File: src/rtl/spi_cfg_pkg.sv
// spi_cfg_pkg: shared constants and helpers for the SPI coefficient register file.
//   - SPI frame layout (32 bits, MSB first: R/W, 7-bit address, 24-bit data)
//   - default commit and status addresses
//   - addr_to_bank_quad(): maps a register address onto {valid, bank, quad}
package spi_cfg_pkg;

  localparam int FRAME_LEN = 32;
  localparam int RW_BIT    = 31;
  localparam int ADDR_MSB  = 30;
  localparam int ADDR_LSB  = 24;
  localparam int DATA_MSB  = 23;

  localparam logic [6:0] ADDR_COMMIT_DEF = 7'h7E;
  localparam logic [6:0] ADDR_STATUS_DEF = 7'h7F;

  typedef struct packed {
    logic       valid;
    logic [6:0] bank;
    logic [6:0] quad;
  } bank_quad_t;

  // Address 1 + b*(taps/4) + q holds taps 4q..4q+3 of bank b; address 0
  // and anything past the last bank decode as invalid.
  function automatic bank_quad_t addr_to_bank_quad(input logic [6:0] addr,
                                                   input int taps,
                                                   input int banks);
    bank_quad_t r;
    int qpb;
    int idx;
    qpb = taps / 4;
    r   = '0;
    if (addr >= 7'd1 && int'(addr) <= banks * qpb) begin
      idx     = int'(addr) - 1;
      r.valid = 1'b1;
      r.bank  = 7'(idx / qpb);
      r.quad  = 7'(idx % qpb);
    end
    return r;
  endfunction

endpackage

File: src/rtl/spi_coef_regfile_if.sv
// spi_coef_regfile_if: SPI pin bundle (mode 0 slave side).
//   spi_sclk, spi_ss (active low), spi_mosi : master -> slave
//   spi_miso, spi_miso_oe                   : slave -> master
interface spi_coef_regfile_if;
  logic spi_sclk;
  logic spi_ss;
  logic spi_mosi;
  logic spi_miso;
  logic spi_miso_oe;

  modport slave  (input spi_sclk, spi_ss, spi_mosi, output spi_miso, spi_miso_oe);
  modport master (output spi_sclk, spi_ss, spi_mosi, input spi_miso, spi_miso_oe);
endinterface

File: src/rtl/spi_frame_rx.sv
// spi_frame_rx: oversampled SPI mode-0 frame receiver/transmitter.
//   clock, reset       : system clock, synchronous active-high reset
//   sclk_i/ss_n_i/mosi_i : raw SPI pins (asynchronous)
//   rd_word_i          : read data, sampled when addr_valid_o is high
//   miso_o, miso_oe_o  : serial output and its enable
//   addr_valid_o, hdr_addr_o : strobe after the 8th bit with the address
//   frame_done_o + frame_rw_o/frame_addr_o/frame_data_o : strobe on bit 32
//   frame_abort_o      : slave select released after 1..31 bits
module spi_frame_rx
  import spi_cfg_pkg::*;
(
  input  logic        clock,
  input  logic        reset,
  input  logic        sclk_i,
  input  logic        ss_n_i,
  input  logic        mosi_i,
  input  logic [23:0] rd_word_i,
  output logic        miso_o,
  output logic        miso_oe_o,
  output logic        addr_valid_o,
  output logic [6:0]  hdr_addr_o,
  output logic        frame_done_o,
  output logic        frame_rw_o,
  output logic [6:0]  frame_addr_o,
  output logic [23:0] frame_data_o,
  output logic        frame_abort_o
);

  logic [1:0]           sclk_sync_q, ss_sync_q, mosi_sync_q;
  logic                 sclk_prev_q, ss_prev_q, armed_q;
  logic [5:0]           bit_cnt_q;
  logic [FRAME_LEN-2:0] rx_sr_q;
  logic [23:0]          miso_sr_q;
  logic                 miso_q, miso_oe_q;

  logic                 sclk_s, ss_s, mosi_s;
  logic                 sclk_rise, sclk_fall, ss_rise, active, bit_strobe;
  logic [FRAME_LEN-1:0] rx_d;

  assign sclk_s    = sclk_sync_q[1];
  assign ss_s      = ss_sync_q[1];
  assign mosi_s    = mosi_sync_q[1];
  assign sclk_rise = sclk_s & ~sclk_prev_q;
  assign sclk_fall = ~sclk_s & sclk_prev_q;
  assign ss_rise   = ss_s & ~ss_prev_q;

  // After reset the receiver stays disarmed until slave select has been
  // seen high, so a frame cut by reset is never picked up half-way.
  assign active     = armed_q & ~ss_s;
  // Bits past the 32nd are ignored: the counter stops at FRAME_LEN.
  assign bit_strobe = active && sclk_rise && (bit_cnt_q < 6'(FRAME_LEN));
  assign rx_d       = {rx_sr_q, mosi_s};

  assign addr_valid_o  = bit_strobe && (bit_cnt_q == 6'd7);
  assign hdr_addr_o    = rx_d[6:0];
  assign frame_done_o  = bit_strobe && (bit_cnt_q == 6'(FRAME_LEN - 1));
  assign frame_rw_o    = rx_d[RW_BIT];
  assign frame_addr_o  = rx_d[ADDR_MSB:ADDR_LSB];
  assign frame_data_o  = rx_d[DATA_MSB:0];
  assign frame_abort_o = armed_q && ss_rise && (bit_cnt_q != 6'd0) &&
                         (bit_cnt_q < 6'(FRAME_LEN));

  assign miso_o    = miso_q;
  assign miso_oe_o = miso_oe_q;

  always_ff @(posedge clock) begin
    if (reset) begin
      sclk_sync_q <= '0;
      ss_sync_q   <= '0;
      mosi_sync_q <= '0;
      sclk_prev_q <= 1'b0;
      ss_prev_q   <= 1'b0;
      armed_q     <= 1'b0;
      bit_cnt_q   <= '0;
      rx_sr_q     <= '0;
      miso_sr_q   <= '0;
      miso_q      <= 1'b0;
      miso_oe_q   <= 1'b0;
    end else begin
      sclk_sync_q <= {sclk_sync_q[0], sclk_i};
      ss_sync_q   <= {ss_sync_q[0], ss_n_i};
      mosi_sync_q <= {mosi_sync_q[0], mosi_i};
      sclk_prev_q <= sclk_s;
      ss_prev_q   <= ss_s;
      miso_oe_q   <= active;
      if (ss_s) begin
        armed_q <= 1'b1;
      end
      if (!active) begin
        bit_cnt_q <= '0;
        miso_q    <= 1'b0;
      end else begin
        if (bit_strobe) begin
          bit_cnt_q <= bit_cnt_q + 6'd1;
          rx_sr_q   <= rx_d[FRAME_LEN-2:0];
        end
        if (addr_valid_o) begin
          miso_sr_q <= rd_word_i;
        end
        // Header bits go out as 0; data leaves MSB first from the falling
        // edge that ends bit 7, so the master samples it on rise 9.
        if (sclk_fall && bit_cnt_q >= 6'd8) begin
          miso_q    <= miso_sr_q[23];
          miso_sr_q <= {miso_sr_q[22:0], 1'b0};
        end
      end
    end
  end

endmodule

File: src/rtl/spi_coef_regfile.sv
// spi_coef_regfile: double-buffered coefficient register file behind SPI.
//   clock, reset : system clock, synchronous active-high reset
//   spi          : SPI slave pins (spi_coef_regfile_if.slave)
//   coef         : active coefficients, bank b tap t at
//                  [((b*TAPS+t)+1)*COEF_W-1 -: COEF_W]
//   coef_update  : one-cycle pulse when the active set is committed
//   frame_err    : one-cycle pulse per aborted frame or bad write
module spi_coef_regfile
  import spi_cfg_pkg::*;
#(
  parameter int         COEF_W      = 5,
  parameter int         TAPS        = 8,
  parameter int         BANKS       = 4,
  parameter logic [6:0] ADDR_COMMIT = ADDR_COMMIT_DEF,
  parameter logic [6:0] ADDR_STATUS = ADDR_STATUS_DEF
)
(
  input  logic                          clock,
  input  logic                          reset,
  spi_coef_regfile_if.slave             spi,
  output logic [BANKS*TAPS*COEF_W-1:0]  coef,
  output logic                          coef_update,
  output logic                          frame_err
);

  localparam int QPB = TAPS / 4;
  localparam int NW  = BANKS * QPB;
  localparam int WW  = 4 * COEF_W;

  logic [WW-1:0] shadow_q [NW];
  logic [WW-1:0] active_q [NW];
  logic [7:0]    err_cnt_q;
  logic          coef_update_q, frame_err_q;

  logic          addr_valid, frame_done, frame_rw, frame_abort;
  logic [6:0]    hdr_addr, frame_addr, rd_idx, wr_idx;
  logic [23:0]   frame_data, rd_word;
  bank_quad_t    rd_bq, wr_bq;
  logic          wr_go, commit_go, err_go, busy;
  logic          unused_data;

  spi_frame_rx u_rx (
    .clock        (clock),
    .reset        (reset),
    .sclk_i       (spi.spi_sclk),
    .ss_n_i       (spi.spi_ss),
    .mosi_i       (spi.spi_mosi),
    .rd_word_i    (rd_word),
    .miso_o       (spi.spi_miso),
    .miso_oe_o    (spi.spi_miso_oe),
    .addr_valid_o (addr_valid),
    .hdr_addr_o   (hdr_addr),
    .frame_done_o (frame_done),
    .frame_rw_o   (frame_rw),
    .frame_addr_o (frame_addr),
    .frame_data_o (frame_data),
    .frame_abort_o(frame_abort)
  );

  assign rd_bq  = addr_to_bank_quad(hdr_addr, TAPS, BANKS);
  assign rd_idx = rd_bq.bank * 7'(QPB) + rd_bq.quad;
  assign wr_bq  = addr_to_bank_quad(frame_addr, TAPS, BANKS);
  assign wr_idx = wr_bq.bank * 7'(QPB) + wr_bq.quad;

  // Low data bits below the four packed words are don't-care on write.
  assign unused_data = ^frame_data;

  assign wr_go     = frame_done && frame_rw && wr_bq.valid;
  assign commit_go = frame_done && frame_rw && (frame_addr == ADDR_COMMIT) &&
                     frame_data[0];
  // Any write that is neither mapped nor the commit register is an error;
  // reads of unmapped addresses are legal and return 0.
  assign err_go    = frame_abort ||
                     (frame_done && frame_rw && !wr_bq.valid &&
                      (frame_addr != ADDR_COMMIT));
  assign busy      = commit_go;

  always_comb begin
    rd_word = '0;
    if (rd_bq.valid) begin
      for (int i = 0; i < NW; i++) begin
        if (rd_idx == 7'(i)) begin
          rd_word[23 -: WW] = shadow_q[i];
        end
      end
    end else if (hdr_addr == ADDR_STATUS) begin
      rd_word = {err_cnt_q, 15'b0, busy};
    end
  end

  always_ff @(posedge clock) begin
    if (reset) begin
      for (int i = 0; i < NW; i++) begin
        shadow_q[i] <= '0;
        active_q[i] <= '0;
      end
      err_cnt_q     <= '0;
      coef_update_q <= 1'b0;
      frame_err_q   <= 1'b0;
    end else begin
      coef_update_q <= commit_go;
      frame_err_q   <= err_go;
      if (err_go && err_cnt_q != 8'hFF) begin
        err_cnt_q <= err_cnt_q + 8'd1;
      end
      for (int i = 0; i < NW; i++) begin
        if (commit_go) begin
          active_q[i] <= shadow_q[i];
        end
        if (wr_go && wr_idx == 7'(i)) begin
          shadow_q[i] <= frame_data[23 -: WW];
        end
      end
    end
  end

  for (genvar gi = 0; gi < NW; gi++) begin : g_word
    for (genvar gk = 0; gk < 4; gk++) begin : g_tap
      assign coef[(gi*4+gk+1)*COEF_W-1 -: COEF_W] =
        active_q[gi][WW-1-gk*COEF_W -: COEF_W];
    end
  end

  assign coef_update = coef_update_q;
  assign frame_err   = frame_err_q;

endmodule

File: src/flat_wrapper.sv
// flat-port wrapper written by rule: the top's interface ports become plain ports
module spi_coef_regfile_flat import spi_cfg_pkg::*;
#(
  parameter int         COEF_W      = 5,
  parameter int         TAPS        = 8,
  parameter int         BANKS       = 4,
  parameter logic [6:0] ADDR_COMMIT = ADDR_COMMIT_DEF,
  parameter logic [6:0] ADDR_STATUS = ADDR_STATUS_DEF
)
  (clock, reset, coef, coef_update, frame_err, spi_spi_sclk, spi_spi_ss, spi_spi_mosi, spi_spi_miso, spi_spi_miso_oe);
  spi_coef_regfile_if spi_i ();
  input  logic clock;
  input  logic reset;
  output logic [BANKS*TAPS*COEF_W-1:0] coef;
  output logic coef_update;
  output logic frame_err;
  input wire logic [$bits(spi_i.spi_sclk)-1:0] spi_spi_sclk;
  input wire logic [$bits(spi_i.spi_ss)-1:0] spi_spi_ss;
  input wire logic [$bits(spi_i.spi_mosi)-1:0] spi_spi_mosi;
  output wire logic [$bits(spi_i.spi_miso)-1:0] spi_spi_miso;
  output wire logic [$bits(spi_i.spi_miso_oe)-1:0] spi_spi_miso_oe;
  assign spi_i.spi_sclk = spi_spi_sclk;
  assign spi_i.spi_ss = spi_spi_ss;
  assign spi_i.spi_mosi = spi_spi_mosi;
  assign spi_spi_miso = spi_i.spi_miso;
  assign spi_spi_miso_oe = spi_i.spi_miso_oe;
  spi_coef_regfile #(.COEF_W(COEF_W), .TAPS(TAPS), .BANKS(BANKS), .ADDR_COMMIT(ADDR_COMMIT), .ADDR_STATUS(ADDR_STATUS)) u_core (.clock(clock), .reset(reset), .spi(spi_i), .coef(coef), .coef_update(coef_update), .frame_err(frame_err));
endmodule
File: config.mk
export PLATFORM = sky130hd
export DESIGN_NAME = spi_coef_regfile_flat
export DESIGN_NICKNAME = d
export VERILOG_FILES = /design/src/rtl/spi_cfg_pkg.sv /design/src/rtl/spi_coef_regfile_if.sv /design/src/rtl/spi_frame_rx.sv /design/src/rtl/spi_coef_regfile.sv /design/src/flat_wrapper.sv
export SDC_FILE = /design/constraint.sdc
export NUM_CORES = 1
export LEC_CHECK = 0
export CORE_AREA = 3 3 180 182
export CTS_CLUSTER_DIAMETER = 80
export DETAILED_ROUTE_END_ITERATION = 12
export DIE_AREA = 0 0 183 185
export PLACE_DENSITY = 0.84
export SLEW_MARGIN = 0
export SYNTH_ARGS = -nofsm -noshare
export SYNTH_HDL_FRONTEND = slang
export SYNTH_SLANG_ARGS = --single-unit
File: constraint.sdc
create_clock -name clock -period 7.98 [get_ports clock]
set_input_delay 1.596 -clock clock [delete_from_list [all_inputs] [get_ports clock]]
set_output_delay 1.596 -clock clock [all_outputs]
set_load 0.02 [all_outputs]
==> flow_metrics.tcl <==
set metrics [dict create \
    async_reset_ff_share_pct 0 \
    synth-edff-count 320 \
    min_from "u_core.u_rx.ss_sync_q[0]$_SDFF_PP0_" \
    yosysTopAreaCell "edfxtp_1" \
    ant_nets 0 \
    cp_cell_sequence "inv_1 -> ha_1 -> or3b_2 -> o221ai_2 -> nor3_1 -> ha_1 -> inv_1 -> fa_1 -> inv_1 -> a21o_1 -> a21oi_1 -> xnor2_1 -> nor4_2 -> o2111ai_1 -> buf_4 -> nand2b_1" \
    totalWireLength_um 45300 \
    clock_skew_ns 0.0227 \
    cp_slowest_cell "nand2b_1" \
    ys_seq_area_share_pct 64.1 \
    totalNegativeSetupSlack_ns 0 \
    ys.flop_type "edfxtp_1" \
    p_int_mw 3.51 \
    gp_congestion 0.939 \
    nets 1644 \
    crit_type "flip-flop to flip-flop" \
    vias 12400 \
    synthDistinctLibCells 79 \
    clock-sinks 402 \
    rsz0062_at_grt "no" \
    holdPathStages 1 \
    drt_first_pass_iters 6 \
    drv_cap 0 \
    grt_pass1_wl_um 69200 \
    reg2reg_slack_ns 2.51 \
    fin_area_um2 20800 \
    syn_nets 1503 \
    hold-path-endpoint "u_core.u_rx.ss_sync_q[1]$_SDFF_PP0_" \
    p_switching_mw 1.07 \
    core_um2 30700 \
    ys_ff_latch 402 \
    syn_avg_cell_area_um2 11.9 \
    status "finished clean" \
    leakagePower_nw 7.44 \
    reg2reg_to "u_core.shadow_q[0][79]$_SDFFCE_PN0P_" \
    cts_inserted_buffers 42 \
    wl_per_cell_um 22.2 \
    dieWidth_um 183 \
    dpl_cell_area_um2 19500 \
    yosys-top-cells-area "edfxtp_1 (55%), dfxtp_1 (9.4%), and2_1 (4.5%)" \
    grt_pass1_vias 11900 \
    grt_antenna_before_repair 0 \
    setup.worst_path.end_class "flip-flop" \
    crit_start "u_core.u_rx.rx_sr_q[23]$_SDFFE_PP0P_" \
    clk_path_buf_depth 3 \
    yosysWarnings 0 \
    hold_buffers 0 \
    drc 0 \
    ctsResizeCount 0 \
    io_buffers 168 \
    slew-limit-headroom_pct 22.0 \
    timing.rr.start "u_core.u_rx.rx_sr_q[23]$_SDFFE_PP0P_" \
    h-tree-depth 2 \
    io_pins 169 \
    seq_power_share_pct 51.6 \
    switching_share_pct 23.4 \
    startpoint_type "flip-flop" \
    via_per_inst 6.09 \
    die-area_um2 33900 \
    cp_num_buf_inv 4 \
    drive_gt1_share_pct 6.88 \
    cts_tree "yes" \
    critPathArrivalTime_ns 5.63 \
    finalCritPeriodShare_pct 68.5 \
    worstPathRequired_ns 8.14 \
    cpMostUsedCell "inv_1" \
    ir_drop_v 0.000151 \
    layout_commonest_cell "edfxtp_1" \
    crit_fanout 21 \
    max_slew.worst_pin.slew_ns 1.17 \
    path_delay_family "simple AND/OR/NAND/NOR gates" \
    hold_viol_final 0 \
    clk_latency_ns 0.54 \
    final_cell_mix "edfxtp_1 (320), nor2_1 (207), clkdlybuf4s50_1 (167)" \
    drv_slew 0 \
    n_fill_cell 2149 \
    ff2ff_path_depth 16 \
    synth.top_cell.area_share_pct 54.8 \
    num_antenna_cells 0 \
    netlist_area_um2 17600 \
    grt_overflow_total 0 \
    grt_max_degree 107 \
    syn_to_final_growth_pct 18.4 \
    place_hpwl_um 30800 \
    p_comb_share_pct 8.1 \
    drtIter0Drc 1490 \
    max_freq_ghz 0.183 \
    grt_usage_pct 26.3 \
    rows 64 \
    root_buffer "clkbuf_16" \
    hold_class "flip-flop to flip-flop" \
    die_h_um 185 \
    period_minus_slack_ns 5.47 \
    power_frac_clock_pct 40.3 \
    setup_viol 0 \
    cp_slowest_stage_delay_ns 0.81 \
    path_clk_slew_ns 0.06 \
    power.density_nw_per_um2 221 \
    start_util_pct 57.1 \
    postSynthCellCount 1471 \
    post_cts_buffers 0 \
]
-- kinds of logic (layout without fill, tap and decap cells) --
family / Yosys count / count (layout) / share of synthesized area (%)
AND/OR/NAND/NOR: 650 / 650 / 18.3
flip-flops: 402 / 402 / 64.1
AO/OA/AOI/OAI: 194 / 194 / 8.01
buffers and inverters: 129 / 301 / 3.07
multiplexers: 39 / 39 / 2.96
XOR/XNOR: 30 / 30 / 1.50
adder cells (fa/ha/maj): 27 / 27 / 2.01
-- stage by stage --
step,setup slack (ns),power (mW),utilization [%],hold WS (ns),instances
after floorplan,1.45,2.62,-,0.414,1471
after global placement,2.80,2.76,63.4,0.421,1964
after detailed placement,2.55,2.78,63.4,0.436,1964
after CTS,2.51,4.59,67.6,0.450,2039
after global routing,2.07,4.70,67.6,0.471,2039
final,2.51,4.58,67.6,0.443,2039
-- worst max path at each step --
stage | to | cells after the start
finish | u_core.shadow_q[0][79]$_SDFFCE_PN0P_ | 16
global route | u_core.u_rx.miso_sr_q[10]$_SDFFE_PP0P_ | 14
CTS | u_core.shadow_q[0][79]$_SDFFCE_PN0P_ | 16
detailed placement | u_core.shadow_q[0][74]$_SDFFCE_PN0P_ | 16
global placement | u_core.shadow_q[0][70]$_SDFFCE_PN0P_ | 16
floorplan | u_core.active_q[0][0]$_SDFFCE_PN0P_ | 3
-- cell usage after synthesis (6+ instances only) --
cell type / instances
nand2_1: 140
buf_2: 23
and2_1: 125
o21ai_0: 29
edfxtp_1: 320
o31ai_1: 10
xor2_1: 15
clkbuf_1: 47
mux2i_1: 26
o2111ai_1: 7
buf_1: 6
nor2_1: 208
nor2b_1: 52
clkbuf_2: 9
and3_1: 9
dfxtp_1: 82
nand2b_1: 30
nand4_1: 8
nor3_1: 25
o211ai_1: 7
xnor2_1: 15
ha_1: 25
a211oi_1: 9
a31oi_1: 8
mux4_2: 10
inv_1: 40
nand3_1: 15
o2111a_1: 10
a21oi_1: 51
-- final cells by class --
| type | count | area, um2 | share of cell area, % |
|---|---|---|---|
| Clock buffer | 53 | 1100 | 5.31 |
| Sequential cell | 402 | 11300 | 54.1 |
| Timing Repair Buffer | 186 | 1810 | 8.73 |
| Tap cell | 396 | 495 | 2.38 |
| Multi-Input combinational cell | 940 | 5790 | 27.8 |
| Clock inverter | 22 | 179 | 0.861 |
| Inverter | 40 | 150 | 0.723 |
-- routing by layer --
| metal | global-route usage (%) | vias up | share of wire [%] |
|---|---|---|---|
| li1 | - | 5497 | - |
| met1 | 34.8 | 5968 | 38 |
| met2 | 44.0 | 802 | 48 |
| met3 | 4.54 | 141 | 10 |
| met4 | 10.2 | 0 | 4.2 |
| met5 | 0 | - | 0 |
-- power groups by stage --
stage / registers (mW) / clock network (mW) / logic, mW
final: 2.37 / 1.85 / 0.371
after global routing: 2.37 / 1.94 / 0.388
after CTS: 2.37 / 1.85 / 0.369
after detailed placement: 2.41 / 0 / 0.365
after global placement: 2.41 / 0 / 0.356
after floorplan: 2.46 / 0 / 0.162
-- registers in the layout, summed over array words and instances, names as in the netlist --
| register | flops |
|---|---|
| u_core.u_rx.rx_sr_q | 31 |
| u_core.frame_err | 1 |
| u_core.u_rx.bit_cnt_q | 6 |
| u_core.u_rx.armed_q | 1 |
| u_core.active_q | 160 |
| u_core.err_cnt_q | 8 |
| u_core.u_rx.sclk_prev_q | 1 |
| u_core.u_rx.sclk_sync_q | 2 |
| u_core.coef_update | 1 |
| u_core.u_rx.mosi_sync_q | 2 |
| u_core.u_rx.miso_sr_q | 24 |
| u_core.u_rx.ss_sync_q | 2 |
| u_core.u_rx.ss_prev_q | 1 |
| u_core.shadow_q | 160 |
| u_core.u_rx.miso_o | 1 |
| u_core.u_rx.miso_oe_o | 1 |
Note: power is estimated with default switching activity, not from simulation.
